File: config.mk
export PLATFORM = sky130hd
export DESIGN_NAME = pe_os_mac
export DESIGN_NICKNAME = d
export VERILOG_FILES = /design/src/rtl/pe_pkg.sv /design/src/rtl/pe_mac_unit.sv /design/src/rtl/pe_os_mac.sv
export SDC_FILE = /design/constraint.sdc
export NUM_CORES = 1
export LEC_CHECK = 0
export BUFFER_PORTS_ARGS = -buffer_cell sky130_fd_sc_hd__buf_2
export CORE_MARGIN = 3
export CORE_UTILIZATION = 55
export CTS_CLUSTER_DIAMETER = 200
export DETAILED_ROUTE_END_ITERATION = 8
export GPL_ROUTABILITY_DRIVEN = 0
export GPL_TIMING_DRIVEN = 0
export PLACE_DENSITY = 0.81
export SLEW_MARGIN = 20
export SYNTH_ARGS = -nofsm -noshare
export SYNTH_HDL_FRONTEND = slang
export SYNTH_SLANG_ARGS = --single-unit
File: constraint.sdc
create_clock -name clk -period 7.8 [get_ports clk]
set_input_delay 1.56 -clock clk [delete_from_list [all_inputs] [get_ports clk]]
set_output_delay 1.56 -clock clk [all_outputs]
set_load 0.1 [all_outputs]
File: src/rtl/pe_pkg.sv
// Shared constants, the width sanity check and the saturating adder used by
// the output-stationary processing element.
package pe_pkg;

  localparam int unsigned DEFAULT_DATA_WIDTH = 8;
  localparam int unsigned DEFAULT_ACC_WIDTH  = 32;

  // Widest accumulator the saturating adder can handle.
  localparam int unsigned ACC_MAX_W = 64;

  // The accumulator must hold a full product and fit the adder.
  function automatic logic widths_ok(input int unsigned dw, input int unsigned aw);
    return (aw >= 2 * dw) && (aw <= ACC_MAX_W);
  endfunction

  localparam logic DEFAULT_WIDTHS_OK = widths_ok(DEFAULT_DATA_WIDTH, DEFAULT_ACC_WIDTH);

  typedef struct packed {
    logic [ACC_MAX_W-1:0] sum;
    logic                 ovf;
  } sat_add_t;

  // Adds two width-bit values (zero-padded to ACC_MAX_W). Signed mode flags
  // overflow on a sign flip of like-signed operands; unsigned mode flags the
  // carry out of bit width-1. With saturate set, the sum is clamped to the
  // limit in the direction of the overflow, otherwise it wraps.
  function automatic sat_add_t sat_add(input logic                 is_signed,
                                       input logic                 saturate,
                                       input int unsigned          width,
                                       input logic [ACC_MAX_W-1:0] x,
                                       input logic [ACC_MAX_W-1:0] y);
    sat_add_t             r;
    logic [ACC_MAX_W:0]   full;
    logic [ACC_MAX_W-1:0] top_bit;
    logic [ACC_MAX_W-1:0] mask;
    logic                 xs;
    logic                 ys;
    logic                 ss;
    logic                 carry;
    top_bit = ACC_MAX_W'(1) << (width - 1);
    mask    = (top_bit << 1) - ACC_MAX_W'(1);
    full    = {1'b0, x} + {1'b0, y};
    xs      = |(x & top_bit);
    ys      = |(y & top_bit);
    ss      = |(full[ACC_MAX_W-1:0] & top_bit);
    carry   = |(full & {top_bit, 1'b0});
    r.sum   = full[ACC_MAX_W-1:0] & mask;
    if (is_signed) begin
      r.ovf = (xs == ys) && (ss != xs);
      if (saturate && r.ovf) r.sum = xs ? top_bit : (mask & ~top_bit);
    end else begin
      r.ovf = carry;
      if (saturate && r.ovf) r.sum = mask;
    end
    return r;
  endfunction

endpackage

File: src/rtl/pe_mac_unit.sv
// Combinational multiply-accumulate datapath: extends the product to the
// accumulator width, adds it to the (optionally restarted) accumulator and
// reports overflow of this single step.
module pe_mac_unit
  import pe_pkg::*;
#(
  parameter int DATA_WIDTH = DEFAULT_DATA_WIDTH,
  parameter int ACC_WIDTH  = DEFAULT_ACC_WIDTH,
  parameter int SIGNED     = 1,
  parameter int SATURATE   = 0
) (
  input  logic [DATA_WIDTH-1:0] a,
  input  logic [DATA_WIDTH-1:0] b,
  input  logic [ACC_WIDTH-1:0]  acc,
  input  logic                  restart,
  output logic [ACC_WIDTH-1:0]  acc_next,
  output logic                  ovf_now
);

  logic [2*DATA_WIDTH-1:0] prod;
  logic [ACC_WIDTH-1:0]    prod_ext;
  logic [ACC_WIDTH-1:0]    base;
  sat_add_t                sum;

  // Product and its extension to the accumulator width, per operand signedness.
  // NOTE: every always_comb output gets a default first so no path can
  // leave it unassigned and infer a latch.
  always_comb begin
    prod     = '0;
    prod_ext = '0;
    if (SIGNED != 0) begin
      prod     = $unsigned((2*DATA_WIDTH)'($signed(a)) * (2*DATA_WIDTH)'($signed(b)));
      prod_ext = $unsigned(ACC_WIDTH'($signed(prod)));
    end else begin
      prod     = (2*DATA_WIDTH)'(a) * (2*DATA_WIDTH)'(b);
      prod_ext = ACC_WIDTH'(prod);
    end
  end

  // Accumulate onto zero for the first element of a tile, else onto acc.
  always_comb begin
    base     = restart ? '0 : acc;
    sum      = sat_add(SIGNED != 0, SATURATE != 0, ACC_WIDTH,
                       ACC_MAX_W'(base), ACC_MAX_W'(prod_ext));
    acc_next = sum.sum[ACC_WIDTH-1:0];
    ovf_now  = sum.ovf;
  end

endmodule

File: src/rtl/pe_os_mac.sv
// Output-stationary systolic processing element: forwards operands right and
// down, accumulates one tile at a time and hands finished tiles to a
// column-wide result shift chain, parking a result when the chain is busy.
module pe_os_mac
  import pe_pkg::*;
#(
  parameter int DATA_WIDTH = DEFAULT_DATA_WIDTH,
  parameter int ACC_WIDTH  = DEFAULT_ACC_WIDTH,
  parameter int SIGNED     = 1,
  parameter int SATURATE   = 0
) (
  input  logic                  clk,
  input  logic                  rst,
  input  logic [DATA_WIDTH-1:0] a_in,
  input  logic                  a_valid_in,
  input  logic                  a_first_in,
  input  logic                  a_last_in,
  input  logic [DATA_WIDTH-1:0] b_in,
  input  logic                  b_valid_in,
  output logic [DATA_WIDTH-1:0] a_out,
  output logic                  a_valid_out,
  output logic                  a_first_out,
  output logic                  a_last_out,
  output logic [DATA_WIDTH-1:0] b_out,
  output logic                  b_valid_out,
  input  logic                  shift_en,
  input  logic [ACC_WIDTH-1:0]  res_in,
  input  logic                  res_valid_in,
  output logic [ACC_WIDTH-1:0]  res_out,
  output logic                  res_valid_out,
  output logic                  ovf,
  output logic                  err
);

  if (!widths_ok(DATA_WIDTH, ACC_WIDTH)) begin : g_width_check
    $error("pe_os_mac: ACC_WIDTH must be >= 2*DATA_WIDTH and <= ACC_MAX_W");
  end

  logic [ACC_WIDTH-1:0] acc;
  logic [ACC_WIDTH-1:0] acc_next;
  logic                 ovf_now;
  logic                 pend;
  logic [ACC_WIDTH-1:0] pend_val;
  logic                 fire;
  logic                 mismatch;
  logic                 capture;
  logic                 err_set;

  assign fire     = a_valid_in & b_valid_in;
  assign mismatch = a_valid_in ^ b_valid_in;
  assign capture  = fire & a_last_in;
  // Protocol errors: lone valid, a second result while one is parked, or a
  // direct capture that clobbers a result nobody has shifted out yet.
  assign err_set  = mismatch | (capture & pend) | (capture & ~shift_en & res_valid_out);

  pe_mac_unit #(
    .DATA_WIDTH(DATA_WIDTH),
    .ACC_WIDTH (ACC_WIDTH),
    .SIGNED    (SIGNED),
    .SATURATE  (SATURATE)
  ) u_mac (
    .a       (a_in),
    .b       (b_in),
    .acc     (acc),
    .restart (a_first_in),
    .acc_next(acc_next),
    .ovf_now (ovf_now)
  );

  // Unconditional one-cycle forwarding of operands and tile markers.
  // NOTE: sequential state uses non-blocking assignments so every register
  // samples the pre-edge values of the others.
  always_ff @(posedge clk or posedge rst) begin
    if (rst) begin
      a_out       <= '0;
      a_valid_out <= 1'b0;
      a_first_out <= 1'b0;
      a_last_out  <= 1'b0;
      b_out       <= '0;
      b_valid_out <= 1'b0;
    end else begin
      a_out       <= a_in;
      a_valid_out <= a_valid_in;
      a_first_out <= a_first_in;
      a_last_out  <= a_last_in;
      b_out       <= b_in;
      b_valid_out <= b_valid_in;
    end
  end

  // Accumulator and per-tile overflow flag; the first element restarts both.
  always_ff @(posedge clk or posedge rst) begin
    if (rst) begin
      acc <= '0;
      ovf <= 1'b0;
    end else if (fire) begin
      acc <= acc_next;
      ovf <= a_first_in ? ovf_now : (ovf | ovf_now);
    end
  end

  // Result register: shifting wins, a capture during a shift is parked and
  // lands on the first idle cycle; a fresh capture supersedes a parked one.
  // NOTE: the parked value is a single register, so it is reset along with
  // everything else rather than left uninitialised like a memory would be.
  always_ff @(posedge clk or posedge rst) begin
    if (rst) begin
      res_out       <= '0;
      res_valid_out <= 1'b0;
      pend          <= 1'b0;
      pend_val      <= '0;
    end else if (shift_en) begin
      res_out       <= res_in;
      res_valid_out <= res_valid_in;
      if (capture) begin
        pend     <= 1'b1;
        pend_val <= acc_next;
      end
    end else if (capture) begin
      res_out       <= acc_next;
      res_valid_out <= 1'b1;
      pend          <= 1'b0;
    end else if (pend) begin
      res_out       <= pend_val;
      res_valid_out <= 1'b1;
      pend          <= 1'b0;
    end
  end

  // Sticky protocol error, cleared only by reset.
  always_ff @(posedge clk or posedge rst) begin
    if (rst) err <= 1'b0;
    else if (err_set) err <= 1'b1;
  end

endmodule

## Yosys cells after proc, flatten, opt, wreduce, memory -nomap -nowiden

Cells that the tools add are included.

- Add/subtract/negate cells: 1
- Multipliers: 1
- Equality and inequality tests: 3
- Multiplexer cells: 10
- Bitwise logic cells: 10
- Reductions and logical operators: 3

Operators by type and width:

| cell | count |
|---|---|
| $mux 32 | 4 |
| $add 32x32->32 | 1 |
| $mul 8x8->16 | 1 |
| $mux 1 | 6 |
| $and 1x1->1 | 5 |
| $or 1x1->1 | 3 |
| $reduce_bool 3->1 | 1 |
| $ne 2x1->1 const B | 1 |
| $reduce_and 2->1 | 1 |
| $eq 1x1->1 | 1 |
| $logic_and 1x1->1 | 1 |
| $ne 1x1->1 | 1 |
| $not 1->1 | 1 |
| $xor 1x1->1 | 1 |

- Register bits after elaboration: 120
- Input port bits: 56
- Output and inout bits: 55

## Longest topological paths before layout

- Depth after elaboration: 6
- Depth in mapped cells: 31

## Hierarchy

From an unflattened synthesis, not the netlist that was laid out.

- Cells, all modules: 1018
- Area total of the unflattened synthesis: 9751.9 um^2

Modules (own cells, without submodules):

| module | instances | cells an instance | area an instance (um^2) | seq. area each (um^2) |
|---|---|---|---|---|
| pe_os_mac | 1 | 388 | 4956.0 | 3002.9 |
| pe_mac_unit | 1 | 630 | 4795.8 | 0.0 |

## Least setup slack after synthesis

No wires, ideal clock.

- Path type: input to register
- Start: in b_in[7]
- End: reg acc[31]
- Data arrival time: 8.248 ns
- Slack: -0.521 ns
- Stages on the path: 29
- Path buffers: 4
- Cell sequence: nor2b_1 -> fa_1 -> inv_1 -> fa_1 -> inv_1 -> fa_1 -> inv_1 -> fa_1 -> inv_1 -> ha_1 -> and4_1 -> a221o_1 -> or3_1 -> buf_4 -> nand2_8 -> inv_2 -> buf_2 -> buf_1 -> ha_1 -> clkbuf_1 -> o21ai_0 -> nor3_1 -> nor2_1 -> a2111oi_2 -> nor3_2 -> o21ba_2 -> o21a_1 -> mux2_1 -> a2bb2oi_2

- Word-level cells in the longest chain between the ends: 2

Ends and longest elaborated chain:

| element | RTL line | RTL |
|---|---|---|
| from (decl) | pe_os_mac.sv:18 | `input logic [DATA_WIDTH-1:0] b_in,` |
| $mul 8x8->16 | pe_mac_unit.sv:32 | `prod = $unsigned((2*DATA_WIDTH)'($signed(a)) * (2*DATA_WIDTH)'($signed(b)));` |
| $add 32x32->32 | pe_pkg.sv:42 | `full = {1'b0, x} + {1'b0, y};` |
| to (signal assigned) | pe_os_mac.sv:97 | `acc <= acc_next;` |
| to (decl) | pe_os_mac.sv:39 | `logic [ACC_WIDTH-1:0] acc;` |

Every way passes these cells.
A chain may end at the register's enable or synchronous reset.

## Worst setup path after layout

- Start: in b_in[1]
- End: reg acc[25]

Same word-level chain as after synthesis.

==> impl_summary.txt <==
----------------------------------------------------
[Clock network]
  Clock latency at the later pin of the worst-skew pair ... between 0.4 and 0.5 ns
  H-tree depth reported by CTS ... 4
  Clock root buffer ... sky130_fd_sc_hd__clkbuf_16
  Number of buffers between clock root and the deepest sink ... 2
  Total clock buffers created by CTS ... 17
  CTS tree ... built
  Clock-pin slew reported for the worst setup and hold paths after clock tree synthesis ... around 0.06 ns
  Number of sinks on the clock net ... 120
  Number of hold buffers added after cts ... 0

[Drt]
  Initial detailed-routing violation count ... 906
  Average wire per cell in the routed design ... 19.12 um
  Number of design rule violations left after detail routing ... 0
  Wire length after detailed routing ... 27,550 um
  Via count normalized by instance count ... roughly 6.1
  Drt pass-1 iters ... 8
  Vias ... 8,841
  Count of nets left with antenna violations after detail routing ... 0

[Final layout]
  Layout overhead on the synthesized area ... 26.95%
  Final Cell Area ... about 12,000 um^2
  Share of cells above drive strength 1 ... ~27%
  Antenna Diode Count ... 0
  Most common library cell in the layout ignoring fill and taps ... sky130_fd_sc_hd__dfrtp_1
  Commonest cells after routing, fill and taps aside ... sky130_fd_sc_hd__dfrtp_1 (120), sky130_fd_sc_hd__inv_1 (101), sky130_fd_sc_hd__buf_2 (95)
  Post-layout util ... 72.05%
  Final net count ... 1,370

[Yosys]
  Cell types occupying the most area after synthesis ... sky130_fd_sc_hd__dfrtp_1 (32%), sky130_fd_sc_hd__fa_1 (12%), sky130_fd_sc_hd__ha_1 (6.6%)
  Post-synthesis cell area ... about 9500 um^2
  Portion of synthesized cell area occupied by the leading cell type ... a little under a third
  Library cell occupying the most area in the post-synthesis netlist ... sky130_fd_sc_hd__dfrtp_1
  Warnings from Yosys ... 0
  Post-synthesis average cell area ... a little over 9 um^2
  Mapped Nets ... 1,204
  Synth Instances ... 1,042
  Flip-flop and latch count after synthesis ... 120
  Post-synthesis sequential area ratio ... a little under a third
  Synth unique cells ... 70
  Top_reg_cell synth ... sky130_fd_sc_hd__dfrtp_1
  Async SR Flop Fraction ... 100.0%
  Number of synthesized flops with an enable pin ... 0

[Setup path]
  CP Capture Type ... register
  Peak fanout along the critical path ... 5
  Nature of the critical path startpoint ... input pin
  CP Class ... input pin to register
  Maximum cell stage delay along the critical path ... 0.54 ns
  Worst EP arrival ... 8.21 ns
  Crit path max-delay cell type ... sky130_fd_sc_hd__fa_1
  Crit path top cell by count ... sky130_fd_sc_hd__fa_1
  Required time at the worst-slack endpoint ... slightly above 8 ns

[Floorplan]
  Vert. Die Dim ... 137.5 um
  Starting Density ... about 57%
  Number of core rows ... 47
  Die ar. ... 18,910 um^2
  Count of pins on the block boundary ... approximately 110
  Core area ... approximately 17,000 um^2
  Die X ... 137.5 um

[GRT]
  Antenna violations before repair ... 0
  Vias in the first global route ... 8,190
  Global-route wire length before repair ... 40,510 um
  Largest net degree at the start of global routing ... 79
  Total grt overflow ... 0
  GRT Total Usage ... between 20% and 30%

[STA]
  Part of the cycle the worst path needs ... 100.9%
  Count of final max-slew check failures ... 0
  Setup slack of the critical path after layout ... -0.07330 ns
  Fmax ... 127.0 MHz
  Setup repair after global routing missed its margin ... true
  Final worst clock skew ... between 0.008 and 0.009 ns
  Slew @ Worst Pin ... 0.7586 ns
  Max-slew headroom at the worst pin ... between 40% and 50%
  Total of endpoints with negative setup slack in the final report ... 5
  Number of hold violations in the final report ... 0
  Final min period ... 7.873 ns

[Place]
  Total placed instance area ... about 10,000 um^2
  Number of I/O port buffers ... roughly 110
  Dpl hpwl ... around 18,000 um

[Min path]
  Worst hold path class ... register to register

[Status]
  Run status ... finished with violations
  Failing checks ... negative setup slack

[Job]
  Number of maximum-capacitance constraint violations ... 0

----------------------------------------------------
[what timing repair did]
action,4_1_cts,5_1_grt
pin swaps,35,83
gates cloned,0,2
setup buffers,14,23
endpoints found under the setup margin,26,34
resized for setup,61,101
[routing by layer]
| metal | vias up | routed length, um | GRT usage (%) |
|---|---|---|---|
| met5 | - | 0 | 0 |
| met4 | 0 | 886 | 10.98 |
| met3 | 99 | 2191 | 4.273 |
| met2 | 477 | 13680 | 43.82 |
| met1 | 4352 | 10800 | 36.62 |
| li1 | 3913 | - | - |
[sequential cells by signal (all words and copies together) (netlist names)]
register / cells
a_valid_out: 1
acc: 32
a_out: 8
a_first_out: 1
res_out: 32
pend_val: 32
b_out: 8
a_last_out: 1
pend: 1
err: 1
ovf: 1
res_valid_out: 1
b_valid_out: 1
[worst paths after layout]
kind	startpoint	end	slack, ns	depth (start not counted)
hold reg to reg	pend_val[15]$_DFFE_PP0P_	pend_val[15]$_DFFE_PP0P_	0.48	2
min in group asynchronous	rst	b_out[0]$_DFF_PP0_	1.14	2
setup / recovery	b_in[1]	acc[25]$_DFFE_PP0P_	-0.07	30
max in group asynchronous	rst	res_out[12]$_DFFE_PP0P_	5.92	3
setup reg to reg	acc[0]$_DFFE_PP0P_	res_out[26]$_DFFE_PP0P_	3.93	16
hold / removal	pend_val[15]$_DFFE_PP0P_	pend_val[15]$_DFFE_PP0P_	0.48	2
[through the flow]
stage                     instances  hold slack (ns)  setup slack (ns)  TNS [ns]
final                          1441           0.4806          -0.07330   -0.2012
after global routing           1441           0.5100           -0.2268    -2.022
after CTS                      1417           0.4843         -0.009442  -0.01517
after detailed placement       1372           0.4708            -1.107    -23.20
after global placement         1371           0.4563           -0.9250    -16.82
after floorplan                1042           0.4444          -0.03039  -0.03039
[cells in the mapped netlist, drive strengths merged (9+ instances only)]
| master | count |
|---|---|
| dfrtp | 120 |
| inv | 111 |
| nand2 | 88 |
| a21oi | 81 |
| o21ai | 65 |
| fa | 56 |
| nor2 | 51 |
| ha | 50 |
| and2 | 45 |
| clkbuf | 45 |
| xnor2 | 41 |
| nor2b | 39 |
| mux2 | 32 |
| nor3 | 22 |
| nand3 | 21 |
| a221o | 14 |
| a21o | 13 |
| a211oi | 12 |
| mux2i | 12 |
| buf | 11 |
| xor2 | 11 |
| a31oi | 9 |
[final cells by class]
| cell class | instances | area [um^2] |
|---|---|---|
| Multi-Input combinational cell | 755 | 6559 |
| Fill cell | 1073 | 4684 |
| Sequential cell | 120 | 3003 |
| Timing Repair Buffer | 149 | 1012 |
| Clock buffer | 18 | 439.2 |
| Inverter | 111 | 427.9 |
| Tap cell | 220 | 275.3 |
| Buffer | 54 | 244.0 |
| Clock inverter | 14 | 115.1 |
[cell families (layout without fill, tap and decap cells)]
kind of cell,count (synthesis),in the layout,share of synthesized area (%)
and+or+nand+nor,297,297,15.69
AOI/OAI and AO/OA,253,253,17.46
buffers and inverters,167,346,6.669
DFF,120,120,31.57
adders and majority gates,109,109,18.69
xor gates and xnor gates,52,52,4.867
muxes,44,44,5.051
[worst max-delay path, delay by kind of cell]
kind            cells  cell delay (ns)
xor+xnor            1             0.10
compound gates     13             2.59
simple gates        4             0.68
fa+ha+maj           6             2.65
buf+inv             5             0.30
mux                 1             0.34
Power is not shown: default switching activity piles up to over one toggle a cycle in this logic, so the estimate is an artifact.
